$ cat config.mk
export PLATFORM = sky130hd
export DESIGN_NAME = sync_debounce
export DESIGN_NICKNAME = d
export VERILOG_FILES = /design/src/rtl/sync_debounce_pkg.sv /design/src/rtl/sync_debounce_sat_counter.sv /design/src/rtl/sync_debounce.sv
export SDC_FILE = /design/constraint.sdc
export NUM_CORES = 1
export LEC_CHECK = 0
export CORE_ASPECT_RATIO = 0.9
export CORE_UTILIZATION = 40
export DETAILED_ROUTE_END_ITERATION = 12
export PLACE_DENSITY = 0.65
export SYNTH_ARGS = -nofsm -noshare
export SYNTH_HDL_FRONTEND = slang
export SYNTH_SLANG_ARGS = --single-unit
$ cat constraint.sdc
create_clock -name clk -period 1.8 [get_ports clk]
set_input_delay 0.54 -clock clk [delete_from_list [all_inputs] [get_ports clk]]
set_output_delay 0.54 -clock clk [all_outputs]
set_load 0.03 [all_outputs]
$ cat src/rtl/sync_debounce_pkg.sv
// Shared FSM state encodings and elaboration-time helpers for the debouncer.
package sync_debounce_pkg;

    localparam logic [1:0] ST_STABLE_LO = 2'd0;
    localparam logic [1:0] ST_CHECK_HI  = 2'd1;
    localparam logic [1:0] ST_STABLE_HI = 2'd2;
    localparam logic [1:0] ST_CHECK_LO  = 2'd3;

    // Ceiling log2, minimum 1 so a counter is never zero bits wide.
    function automatic int unsigned clog2(input int unsigned v);
        int unsigned r;
        r = 1;
        for (int unsigned i = 1; i < 32; i++) begin
            if ((64'd1 << i) < 64'(v)) begin
                r = i + 1;
            end
        end
        return r;
    endfunction

endpackage

$ cat src/rtl/sync_debounce_sat_counter.sv
// Saturating event counter: clear wins over hold, but an event in the clear cycle is kept.
module sat_counter #(
    parameter int unsigned W = 8
) (
    input  logic         clk,
    input  logic         rst,
    input  logic         clr,
    input  logic         inc,
    output logic [W-1:0] cnt
);

    localparam logic [W-1:0] CNT_MAX = '1;

    logic [W-1:0] cnt_q;
    logic [W-1:0] cnt_d;

    // Next count: clear to 0 (or 1 if an event coincides), else increment until all-ones.
    always_comb begin
        cnt_d = cnt_q;
        if (clr) begin
            cnt_d = inc ? W'(1) : '0;
        end else if (inc && (cnt_q != CNT_MAX)) begin
            cnt_d = cnt_q + W'(1);
        end
    end

    // Count register.
    always_ff @(posedge clk or posedge rst) begin
        if (rst) begin
            cnt_q <= '0;
        end else begin
            cnt_q <= cnt_d;
        end
    end

    assign cnt = cnt_q;

endmodule

$ cat src/rtl/sync_debounce.sv
// Debouncer for an already-synchronized level: clean level, edge pulses, event counters.
module sync_debounce
    import sync_debounce_pkg::*;
#(
    parameter int unsigned DEBOUNCE_CYCLES = 16,
    parameter int unsigned EVT_W           = 8,
    parameter bit          RESET_LEVEL     = 1'b0
) (
    input  logic             clk,
    input  logic             rst,
    input  logic             in_syn,
    input  logic             evt_clr,
    output logic             level_out,
    output logic             rise_pulse,
    output logic             fall_pulse,
    output logic [EVT_W-1:0] rise_cnt,
    output logic [EVT_W-1:0] fall_cnt,
    output logic [EVT_W-1:0] glitch_cnt
);

    localparam int unsigned      RUN_W     = clog2(DEBOUNCE_CYCLES + 1);
    localparam logic [RUN_W-1:0] RUN_LAST  = RUN_W'(DEBOUNCE_CYCLES - 1);
    localparam logic [1:0]       RST_STATE = RESET_LEVEL ? ST_STABLE_HI : ST_STABLE_LO;

    logic [1:0]       state_q, state_d;
    logic [RUN_W-1:0] run_q, run_d;
    logic             level_q, level_d;
    logic             rise_q, rise_d;
    logic             fall_q, fall_d;
    logic             rise_inc_c, fall_inc_c, glitch_inc_c;

    // Next-state, run counter, accepted-edge and event-increment decode.
    always_comb begin
        state_d      = state_q;
        run_d        = run_q;
        level_d      = level_q;
        rise_d       = 1'b0;
        fall_d       = 1'b0;
        rise_inc_c   = 1'b0;
        fall_inc_c   = 1'b0;
        glitch_inc_c = 1'b0;
        case (state_q)
            ST_STABLE_LO: begin
                run_d = '0;
                if (in_syn) begin
                    if (DEBOUNCE_CYCLES == 1) begin
                        state_d    = ST_STABLE_HI;
                        level_d    = 1'b1;
                        rise_d     = 1'b1;
                        rise_inc_c = 1'b1;
                    end else begin
                        state_d = ST_CHECK_HI;
                        run_d   = RUN_W'(1);
                    end
                end
            end
            ST_CHECK_HI: begin
                if (!in_syn) begin
                    state_d      = ST_STABLE_LO;
                    run_d        = '0;
                    glitch_inc_c = 1'b1;
                end else if (run_q == RUN_LAST) begin
                    state_d    = ST_STABLE_HI;
                    run_d      = '0;
                    level_d    = 1'b1;
                    rise_d     = 1'b1;
                    rise_inc_c = 1'b1;
                end else begin
                    run_d = run_q + RUN_W'(1);
                end
            end
            ST_STABLE_HI: begin
                run_d = '0;
                if (!in_syn) begin
                    if (DEBOUNCE_CYCLES == 1) begin
                        state_d    = ST_STABLE_LO;
                        level_d    = 1'b0;
                        fall_d     = 1'b1;
                        fall_inc_c = 1'b1;
                    end else begin
                        state_d = ST_CHECK_LO;
                        run_d   = RUN_W'(1);
                    end
                end
            end
            default: begin
                if (in_syn) begin
                    state_d      = ST_STABLE_HI;
                    run_d        = '0;
                    glitch_inc_c = 1'b1;
                end else if (run_q == RUN_LAST) begin
                    state_d    = ST_STABLE_LO;
                    run_d      = '0;
                    level_d    = 1'b0;
                    fall_d     = 1'b1;
                    fall_inc_c = 1'b1;
                end else begin
                    run_d = run_q + RUN_W'(1);
                end
            end
        endcase
    end

    // FSM, run counter and output registers; reset discards any pending transition.
    always_ff @(posedge clk or posedge rst) begin
        if (rst) begin
            state_q <= RST_STATE;
            run_q   <= '0;
            level_q <= RESET_LEVEL;
            rise_q  <= 1'b0;
            fall_q  <= 1'b0;
        end else begin
            state_q <= state_d;
            run_q   <= run_d;
            level_q <= level_d;
            rise_q  <= rise_d;
            fall_q  <= fall_d;
        end
    end

    sat_counter #(.W(EVT_W)) u_rise_cnt (
        .clk (clk),
        .rst (rst),
        .clr (evt_clr),
        .inc (rise_inc_c),
        .cnt (rise_cnt)
    );

    sat_counter #(.W(EVT_W)) u_fall_cnt (
        .clk (clk),
        .rst (rst),
        .clr (evt_clr),
        .inc (fall_inc_c),
        .cnt (fall_cnt)
    );

    sat_counter #(.W(EVT_W)) u_glitch_cnt (
        .clk (clk),
        .rst (rst),
        .clr (evt_clr),
        .inc (glitch_inc_c),
        .cnt (glitch_cnt)
    );

    assign level_out  = level_q;
    assign rise_pulse = rise_q;
    assign fall_pulse = fall_q;

endmodule

Word level (Yosys, flattened, before mapping):

Index checks and enable logic that the tools add are counted.

* $add $sub $neg: 4
* equal/unequal tests: 11
* muxes and demuxes: 35
* bitwise gates (word level): 1
* reductions and logical operators: 12

Operator list (number)
* $mux W8: 6
* $add A8 B1 Y8 const B: 3
* $ne A8 B8 Y1 const B: 3
* $mux W1: 16
* $mux W5: 3
* $pmux W5 S3: 1
* $mux W2: 6
* $reduce_and A4 Y1: 2
* $ne A2 B2 Y1 const B: 3
* $pmux W2 S3: 1
* $reduce_bool A2 Y1: 3
* $add A5 B1 Y5 const B: 1
* $eq A5 B4 Y1 const B: 1
* $pmux W1 S2: 2
* $reduce_bool A4 Y1: 1
* $logic_and A1 B1 Y1: 3
* $ne A3 B3 Y1 const B: 1
* $reduce_or A3 Y1: 1
* $eq A2 B1 Y1 const B: 1
* $eq A2 B2 Y1 const B: 1
* $logic_not A2 Y1: 1
* $ne A2 B1 Y1 const B: 1
* $reduce_or A2 Y1: 1
* $not A1 Y1: 1

* bits in registers: 34
* bits of input ports: 4
* output and inout port bits: 27
* word-level logic and storage cells: 71

Longest topological paths before layout:

* word-level depth: 7
* gate-level depth with buffers: 8
* gate-level depth less buffers: 7

Hierarchy:

Synthesis repeated with hierarchy kept, for this count alone.

* cells, all modules: 196
* area, all modules: 1921.8 µm²

Modules (own cells, without submodules)
* sat_counter: instances 3, cells an instance 47, area an instance 450.4 µm², sequential area each 200.2 µm²
* sync_debounce: instances 1, cells an instance 55, area an instance 570.5 µm², sequential area each 250.2 µm²

Least setup slack after synthesis:

Ideal clock, no wire load.

* path kind: register -> register
* start: register with a tool-made name
* end: register u_rise_cnt.cnt_q[3], in the netlist u_rise_cnt.cnt[3]
* setup time: 0.078 ns
* data arrival time: 1.751 ns
* required time: 1.722 ns
* slack: -0.029 ns
* cell stages (with the launch flop): 8
* path buffers: 1
* clock period less this slack: 1.829 ns
* cell sequence: dfrtp_1 > inv_1 > ha_1 > nand3b_1 > or2_1 > buf_6 > or4_1 > a21oi_1

RTL lines
* end signal: assignment: RTL line sync_debounce_sat_counter.sv:32 `cnt_q <= cnt_d;`
* end: declaration: RTL line sync_debounce_sat_counter.sv:14 `logic [W-1:0] cnt_q;`

Worst setup path in the final report:

* start: input port in_syn
* end: register u_fall_cnt.cnt_q[4], in the netlist u_fall_cnt.cnt[4]

* word-level cells in the longest chain between the ends: 4

Ends and longest elaborated chain
* start: declaration: RTL line sync_debounce.sv:11 `input logic in_syn,`
* $mux W1: RTL line sync_debounce.sv:87 `if (in_syn) begin`
* $mux W1: RTL line sync_debounce.sv:42 `case (state_q)`
* $logic_and A1 B1 Y1: RTL line sync_debounce_sat_counter.sv:22 `end else if (inc && (cnt_q != CNT_MAX)) begin`
* $reduce_bool A2 Y1 (no source line)
* end signal: assignment: RTL line sync_debounce_sat_counter.sv:32
* end: declaration: RTL line sync_debounce_sat_counter.sv:14

No other way between the ends.
A chain may end at the register's enable or synchronous reset.

==> summary.txt <==
Power
  • Peak supply drop: 0.000582 V
  • Power Dens Cells: 832 mW/mm²
  • Clock Power Share: 0.274
  • Leak: 1.26 nW
  • Comb pwr share: 0.319
  • Sw Ratio: 0.321
  • Design Power: 2.18 mW
  • Flop pwr share: 0.407
  • Switching power total: 700 µW
  • Int Pwr: 1.48 mW

GRT
  • Largest net degree at the start of global routing: 35
  • Vias in the first global route: 1547
  • Total grt overflow: 0
  • Initial antenna violation count: 0
  • First-pass GRT wire length: 7250 µm
  • Total track usage: 0.195

Die
  • Die X: 74.3 µm
  • Die H: 67.1 µm
  • Num ports: 31
  • Initial Util: 0.419
  • Die ar.: 0.00499 mm²
  • Core ar.: 0.00449 mm²
  • Row cnt: 23

Layout
  • Final net count: 274
  • Fillcell total: 420
  • Most frequent cells in the layout: dfrtp_1, buf_4, dlygate4sd2_1
  • Sequential Area: 851 µm²
  • Layout cells sized above 1: 0.225
  • N_diodes: 0
  • Finished Layout Cells: 324
  • Multi-input gate area: 0.00102 mm²
  • Syn-to-layout area delta: 39.0%

Yosys
  • Synth Area per Inst: 9.76 µm²
  • Synth warnings: 0
  • Yosys cell types: 44
  • Net Count, Synth: 206
  • Register bit total from synthesis: 34
  • Post-synthesis sequential area ratio: 0.452
  • Mapped Area: 0.00188 mm²
  • Post-Synthesis Cells: 193

Detailed routing
  • Antenna Nets Post-Route: 0
  • Vias: 1692
  • Starting DRC count in detailed routing: 60
  • Via/cell ratio: 5.22
  • DRC errors left: 0
  • WL final: 4470 µm
  • Routed wire length per instance: 13.8 µm
  • Drt first pass iters: 4

Clock tree
  • Clock Tree Root: clkbuf_8
  • CTS H-Tree Depth: 2
  • Reg clk slew, reported paths: 70 ps
  • CTS tree: done
  • CTS Hold Bufs: 0
  • CTS Buf Count: 5
  • Buffer depth of the longest clock path: 2
  • Latest clock arrival within the worst-skew pair: 290 ps
  • Clock sink count: 34

Timing
  • Count of final hold-check violations: 0
  • Max Freq: 0.559 GHz
  • Final worst path period need: 1790 ps
  • Max-slew violations: 0
  • Final worst clock skew: 10.1 ps
  • Unrepaired setup endpoints after global routing: yes
  • Final setup fails: 0
  • Slew at the pin closest to its max-slew limit: 471 ps
  • Final Cycle Share: 0.994
  • Worst slew margin: 0.685
  • Worst hold slack: 505 ps

Setup path
  • Slowest cell on crit path: a2111oi_1
  • Worst path required time: 1980 ps
  • Arrival @ worst endpoint: 1970 ps
  • Crit path capture type: flip-flop
  • CP bufs+invs: 3
  • Critical path's top delay family: buffers and inverters
  • CP max stage delay: 440 ps
  • Crit-path cells: dlygate4sd2_1 -> buf_6 -> nand4b_1 -> a2111oi_1 -> buf_4 -> xnor2_1 -> nor2_1
  • Max FO, Critical Path: 7
  • CP startpoint kind: input pin
  • Critical Setup Path Class: input pin to flip-flop

Outcome
  • Status: completed

Placement
  • DP HPWL: 3070 µm
  • Dpl cells: 311
  • Port Buffers: 30
  • GPL Wtd Cong: 0.802

Flow run
  • Max Cap Viol: 0

Hold path
  • HP Class: flip-flop to flip-flop
-- registers in the layout, summed over array words and instances, names as in the netlist, named ones only --
| name | cells |
|---|---|
| rise_pulse | 1 |
| fall_pulse | 1 |
| state_q | 1 |
| u_rise_cnt.cnt | 8 |
| u_glitch_cnt.cnt | 8 |
| level_out | 1 |
| run_q | 5 |
| u_fall_cnt.cnt | 8 |
-- metal layers --
layer / GRT usage / vias to the layer above / routed length, µm
li1: - / 849 / -
met1: 0.278 / 809 / 2260
met2: 0.285 / 27 / 1970
met3: 0.0424 / 7 / 157
met4: 0.0755 / 0 / 72
met5: 0 / - / 0
-- through the flow --
stage / TNS, ps / worst slack [ps] / utilization / instance area, µm²
6_report: 0 / 11.1 / 0.583 / 2620
2_1_floorplan: 0 / 13.1 / - / 1900
3_3_place_gp: -8680 / -496 / 0.555 / 2490
5_1_grt: -161 / -120 / 0.583 / 2620
4_1_cts: 0 / 15.0 / 0.576 / 2590
3_5_place_dp: -9220 / -541 / 0.555 / 2490
-- what timing repair did --
action	CTS	global route
endpoints found under the setup margin	43	8
pin swaps	5	5
endpoints found under the hold margin	0	0
gates resized for setup	32	8
buffers inserted	4	1
-- synth_stat cells (all sizes together) --
library cell	number	area, µm²
dfrtp	34	851
nor2	19	71.3
nand2	12	45.0
nand3	11	60.1
a21oi	10	50.1
ha	9	113
inv	8	30.0
mux2i	7	70.1
nand4	7	43.8
o21ai	7	35.0
o211ai	5	37.5
xor2	5	43.8
nand3b	4	30.0
or4	4	30.0
and2	3	18.8
and3	3	20.0
buf	3	20.0
mux2	3	33.8
nand2b	3	18.8
nor2b	3	18.8
nor3	3	15.0
o31ai	3	22.5
or3	3	18.8
a2111oi	2	17.5
a211oi	2	15.0
clkbuf	2	7.51
nand4b	2	17.5
nor4	2	12.5
o41ai	2	17.5
or2	2	12.5
xnor2	2	17.5
a22oi	1	7.51
a2bb2oi	1	8.76
and4	1	8.76
and4b	1	11.3
nor3b	1	7.51
nor4b	1	8.76
o22ai	1	6.26
o31a	1	10.0
-- power groups by stage --
stage / clock (mW) / sequential (mW) / combinational (mW)
final: 0.597 / 0.886 / 0.695
after global routing: 0.640 / 0.894 / 0.770
after CTS: 0.617 / 0.883 / 0.677
after detailed placement: 0 / 0.897 / 0.662
after global placement: 0 / 0.897 / 0.648
after floorplan: 0 / 0.923 / 0.372
-- path summary, 6_finish.rpt --
path                            cells past startpoint  slack (ps)                   start                             to
worst max-delay path                                7          10                  in_syn  u_fall_cnt.cnt[4]$_DFFE_PP0P_
worst min-delay path                                1         500   level_out$_DFFE_PP0P_          level_out$_DFFE_PP0P_
worst max register to register                      6          20  state_q[0]$_DFFE_PP0P_  u_fall_cnt.cnt[4]$_DFFE_PP0P_
worst min register to register                      1         500   level_out$_DFFE_PP0P_          level_out$_DFFE_PP0P_
max in group asynchronous                           3        1030                     rst           fall_pulse$_DFF_PP0_
min in group asynchronous                           3         580                     rst           rise_pulse$_DFF_PP0_
-- worst reg2reg max path, delay by kind of cell (launching register included) --
kind                       cells  cell delay (ps)
and+or+nand+nor                2              260
buffers and inverters          1              180
adders and majority gates      1              250
xor gates and xnor gates       1              110
DFF                            1              420
AOI/OAI and AO/OA              1              450
-- logic make-up (layout without fill, tap and decap cells) --
| group | after synthesis | in the layout | synth area share |
|---|---|---|---|
| and+or+nand+nor | 85 | 85 | 0.249 |
| AOI/OAI and AO/OA | 35 | 35 | 0.121 |
| DFF | 34 | 34 | 0.452 |
| buffers and inverters | 13 | 82 | 0.0306 |
| muxes | 10 | 10 | 0.0551 |
| adders and majority gates | 9 | 9 | 0.0598 |
| xor gates and xnor gates | 7 | 7 | 0.0326 |
-- area by class of cell --
type,count,area share
multi-input cells,146,0.388
inverters,8,0.0115
clock buffers,7,0.0330
clock inverters,1,0.00191
flip-flops and latches,34,0.325
well taps,62,0.0296
repair buffers,66,0.211
Power figures use the tool's default switching activity.
==> RTL edit 1: new RTL, same flow settings <==
Change the parameter `EVT_W` from 8 to 9.
--- a/src/rtl/sync_debounce.sv
+++ b/src/rtl/sync_debounce.sv
@@ -3,7 +3,7 @@
     import sync_debounce_pkg::*;
 #(
     parameter int unsigned DEBOUNCE_CYCLES = 16,
-    parameter int unsigned EVT_W           = 8,
+    parameter int unsigned EVT_W           = 9,
     parameter bit          RESET_LEVEL     = 1'b0
 ) (
     input  logic             clk,
Ports: changed (resized fall_cnt, glitch_cnt and rise_cnt); port bits go from 31 to 34. No check against the original RTL was run, so the function may have changed too.
==> RTL edit 1 against the unedited design <==
Combinational power up 8.9%. Non-clock buffer count up 6. Utilization up 4.3 points. Sequential share of layout area up 0.18 points. Sequential cell count up 3. Register-to-register slack better by 0.02 ns. Area after synthesis up 4.7%. Total power up 5.1%. Routed wire length down 1.5%. Critical path depth up 1. Cell area up 10%. Worst setup slack better by 0.032 ns. Critical endpoint is now u_fall_cnt.cnt[7]. Largest cell class unchanged. Largest power group unchanged.
==> RTL edit 1: results (changes against the unedited design) <==
Worst Skew=0.00719 ns (-0.00288 ns); Top delay family on crit path=simple AND/OR/NAND/NOR gates; compound-cell area share of the yosys netlist=0.0876 (-0.0333); Setup WS pre-CTS=-0.257 ns (+0.284 ns); Adder-Cell Fraction of Synth Area=0.0762 (+0.0164); Netlist cell types=43 (-2.3%); LEAKAGE=1.39 nW (+10%); syn_nets=219 (+6.3%); Final nets=292 (+6.6%); gp weighted congestion=0.892 (+11%); worst-margin pin slew=0.310 ns (-0.162 ns); layout filler cell count=399 (-5.0%); Synth Area in XOR/XNOR=0.0800 (+0.0474); register area share after synthesis=0.470 (+0.0180); Max rail drop VDD=500 uV (-14%); share of cells above drive strength 1=0.300 (+0.0744); worst-path maximum fanout=3 (-4); vias=1717 (+1.5%); Crit-path slowest cell=dfrtp_2; per-cell routed wire length=13.0 um (-5.8%); Area contributors post-synth=dfrtp_1 (47%), ha_1 (7.6%), nor2_1 (5.1%), xor2_1 (4.4%), xnor2_1 (3.6%); port bufs=33 (+10%); number of global-route vias before repair=1587 (+2.6%); largest net degree at the start of global routing=38 (+8.6%); Synth top cells by count=dfrtp_1 (37), nor2_1 (27), nand2_1 (17); Tot GR Track Use=0.183 (-0.0121); placed cell areas=2770 um^2 (+11%); status=finished clean; max incr delay on CP=0.40 ns (-0.04 ns)
[RTL edit 1: cell count changes after synthesis, sizes merged, moves of 3 or more]
| cell | delta |
|---|---|
| ha | +3 |
| mux2i | -6 |
| xnor2 | +6 |
| nor2 | +8 |
| dfrtp | +3 |
| o211ai | -5 |
| or4 | -3 |
| nand2 | +6 |
| xor2 | +5 |
[RTL edit 1: per-layer routing]
metal / global-route usage / part of all wire
met1: 0.244 / 0.50
met4: 0.0577 / 0.012
met5: 0 / 0
met3: 0.0395 / 0.028
met2: 0.303 / 0.46
[RTL edit 1: final timing paths]
path	start	depth (start not counted)	endpoint	slack, ns
max	u_fall_cnt.cnt[4]	8	u_fall_cnt.cnt[7]	0.04
min	level_out	1	level_out	0.51
max reg2reg	u_fall_cnt.cnt[4]	8	u_fall_cnt.cnt[7]	0.04
min reg2reg	level_out	1	level_out	0.51
max in group asynchronous	rst	3	u_fall_cnt.cnt[1]	0.99
min in group asynchronous	rst	3	u_rise_cnt.cnt[1]	0.61
[RTL edit 1: final cells by class]
cell class | count | area [um^2] | share of cell area
tap | 62 | 77.6 | 0.0269
sequential | 37 | 942 | 0.327
multi-input combinational | 154 | 1120 | 0.390
timing repair buffer | 72 | 626 | 0.217
clock buffer | 8 | 90.1 | 0.0313
inverter | 6 | 22.5 | 0.00781
[RTL edit 1: worst register-to-register path: cells and delay by family, from the launching register on]
kind | cells | cell delay (ns)
AND/OR/NAND/NOR | 6 | 0.98
adder cells (fa/ha/maj) | 1 | 0.19
flip-flops | 1 | 0.40
AO/OA/AOI/OAI | 1 | 0.12
[RTL edit 1: per-stage QoR]
step	setup TNS [ns]	hold WS (ns)	instances
2_1_floorplan	-0.454	0.471	203
3_3_place_gp	-4.23	0.498	329
3_5_place_dp	-4.56	0.500	329
4_1_cts	0	0.516	337
5_1_grt	-0.146	0.523	339
6_report	0	0.510	339
[RTL edit 1: where the power goes]
part	leakage, nW	switching (mW)	total [mW]	internal, mW
sequential	0.488	0.0482	0.942	0.894
combinational	0.857	0.412	0.757	0.345
clock	0.0455	0.279	0.591	0.312
total	1.39	0.739	2.29	1.55
[RTL edit 1: cells by family after synthesis]
| kind of cell | Yosys count |
|---|---|
| and+or+nand+nor | 92 |
| buffers and inverters | 12 |
| AOI/OAI and AO/OA | 29 |
| xor gates and xnor gates | 18 |
| muxes | 3 |
| adders and majority gates | 12 |
| DFF | 37 |
[RTL edit 1: what timing repair did]
action,CTS,global route
setup buffers,0,2
resized for setup,30,11
setup endpoints to repair,31,15
pin swaps,1,2
==> RTL edit 2: new RTL, config.mk and constraints unchanged <==
Without the edit above. Put a register stage on the output `rise_cnt`. The value now appears one clock later. The other outputs are not delayed to match.
--- a/src/rtl/sync_debounce.sv
+++ b/src/rtl/sync_debounce.sv
@@ -21,6 +21,8 @@
     localparam int unsigned      RUN_W     = clog2(DEBOUNCE_CYCLES + 1);
     localparam logic [RUN_W-1:0] RUN_LAST  = RUN_W'(DEBOUNCE_CYCLES - 1);
     localparam logic [1:0]       RST_STATE = RESET_LEVEL ? ST_STABLE_HI : ST_STABLE_LO;
+
+    logic [EVT_W-1:0] rise_cnt_d;
 
     logic [1:0]       state_q, state_d;
     logic [RUN_W-1:0] run_q, run_d;
@@ -123,7 +125,7 @@
         .rst (rst),
         .clr (evt_clr),
         .inc (rise_inc_c),
-        .cnt (rise_cnt)
+        .cnt (rise_cnt_d)
     );
 
     sat_counter #(.W(EVT_W)) u_fall_cnt (
@@ -146,5 +148,9 @@
     assign rise_pulse = rise_q;
     assign fall_pulse = fall_q;
 
+    always_ff @(posedge clk) begin
+        rise_cnt <= rise_cnt_d;
+    end
+
 endmodule
 
Check against the original RTL: same outputs for any inputs over 10 cycles, from zero or initial values and one cycle with rst high; that may be too few to reach the edited logic, so the function may still have changed.
==> RTL edit 2 against the unedited design <==
Sequential share of layout area is 4.3 points higher. Largest power group unchanged. Cell area increased by 4.9%. Sequential cell count grew 8. Worst setup slack improved by 0.018 ns. Via count increased by 2.5%. Area after synthesis rose by 5.8%. Highest routed layer unchanged. Largest cell class is now sequential cells. Routed wire length is 1.8% lower. Critical endpoint is now u_rise_cnt.cnt[7]. Clock skew down 0.0024 ns. Total power up 5.8%.
==> RTL edit 2: results (changes against the unedited design) <==
area occupied by multi-input gates=988 um^2 (-2.7%); Worst Skew=0.00768 ns (-0.00239 ns); Hold EP=rise_cnt[6]; gp weighted congestion=0.821 (+2.3%); DR vias/cell=5.32 (+1.9%); Min Hold Slack=0.428 ns (-0.0767 ns); Synth top cells by count=dfrtp_1 (34), nor2_1 (20), nand3_1 (19); placed cell areas=2600 um^2 (+4.2%); syn_nets=207 (+0.49%); DP Cell Count=314 (+0.96%); FF-to-FF path depth=5 (-1); layout filler cell count=419 (-0.24%); Multi-In Gates=141 (-3.4%); number of global-route vias before repair=1548 (+0.065%); status=finished clean; share of async-settable or async-resettable flops after synthesis=0.810 (-0.190); Max rail drop VDD=518 uV (-11%); Worst Min Path Start=u_rise_cnt.cnt[6]; clock buffer count=5 (-2); routed wl met3=158 um (+0.64%); Area contributors post-synth=dfrtp_1 (43%), dfxtp_1 (8.0%), ha_1 (5.6%), nand3_1 (4.8%), nor2_1 (3.8%); core area=4600 um^2 (+2.6%); per-cell routed wire length=13.4 um (-2.4%); Mapped Avg Cell Area=10.3 um^2 (+5.3%); post-CTS setup buffers=0 (-4); Seq/total area=0.368 (+0.0432); met2 wire length=2000 um (+1.6%); fin area=2750 um^2 (+4.9%); LEAKAGE=1.30 nW (+2.7%); Clock-cell share=0.0328 (-0.00208); global-route wire length before repair=7180 um (-0.87%); Final nets=276 (+0.73%); Top delay family on crit path=simple AND/OR/NAND/NOR gates; max incr delay on CP=0.51 ns (+0.07 ns); Inverters=7 (-1); Critical Path Source=run_q[0]; GRT met2 Usage=0.312 (+0.0267); met3 Resource Use GR=0.0368 (-0.00552); Setup WS pre-CTS=-0.429 ns (+0.112 ns); Met1 Wirelength=2150 um (-4.9%); crit path to=u_rise_cnt.cnt[7]; detailed-route wire length=4380 um (-1.8%); Netlist cell types=45 (+2.3%)
-- RTL edit 2: changes by cell type in the layout (fill, tap and decap cells not counted), moves of 3 or more --
cell,delta
nand3b_1,-3
a31oi_1,+3
nand3_1,+8
and2_1,-3
or4_1,-3
dfxtp_1,+8
nand4_1,-4
xor2_1,-3
-- RTL edit 2: logic make-up (layout without fill, tap and decap cells) --
kind of cell | after synthesis | count (layout) | share of synthesized area
XOR/XNOR | 3 | 3 | 0.0132
flip-flops | 42 | 42 | 0.507
AO/OA/AOI/OAI | 41 | 42 | 0.147
buffers and inverters | 12 | 81 | 0.0308
adder cells (fa/ha/maj) | 9 | 9 | 0.0565
AND/OR/NAND/NOR | 79 | 79 | 0.204
multiplexers | 8 | 8 | 0.0414
-- RTL edit 2: report_power, final --
group	leakage, nW	internal (mW)	switching [mW]	total (mW)
clock network	0.0441	0.272	0.340	0.613
logic	0.721	0.281	0.353	0.634
registers	0.532	1.00	0.0574	1.06
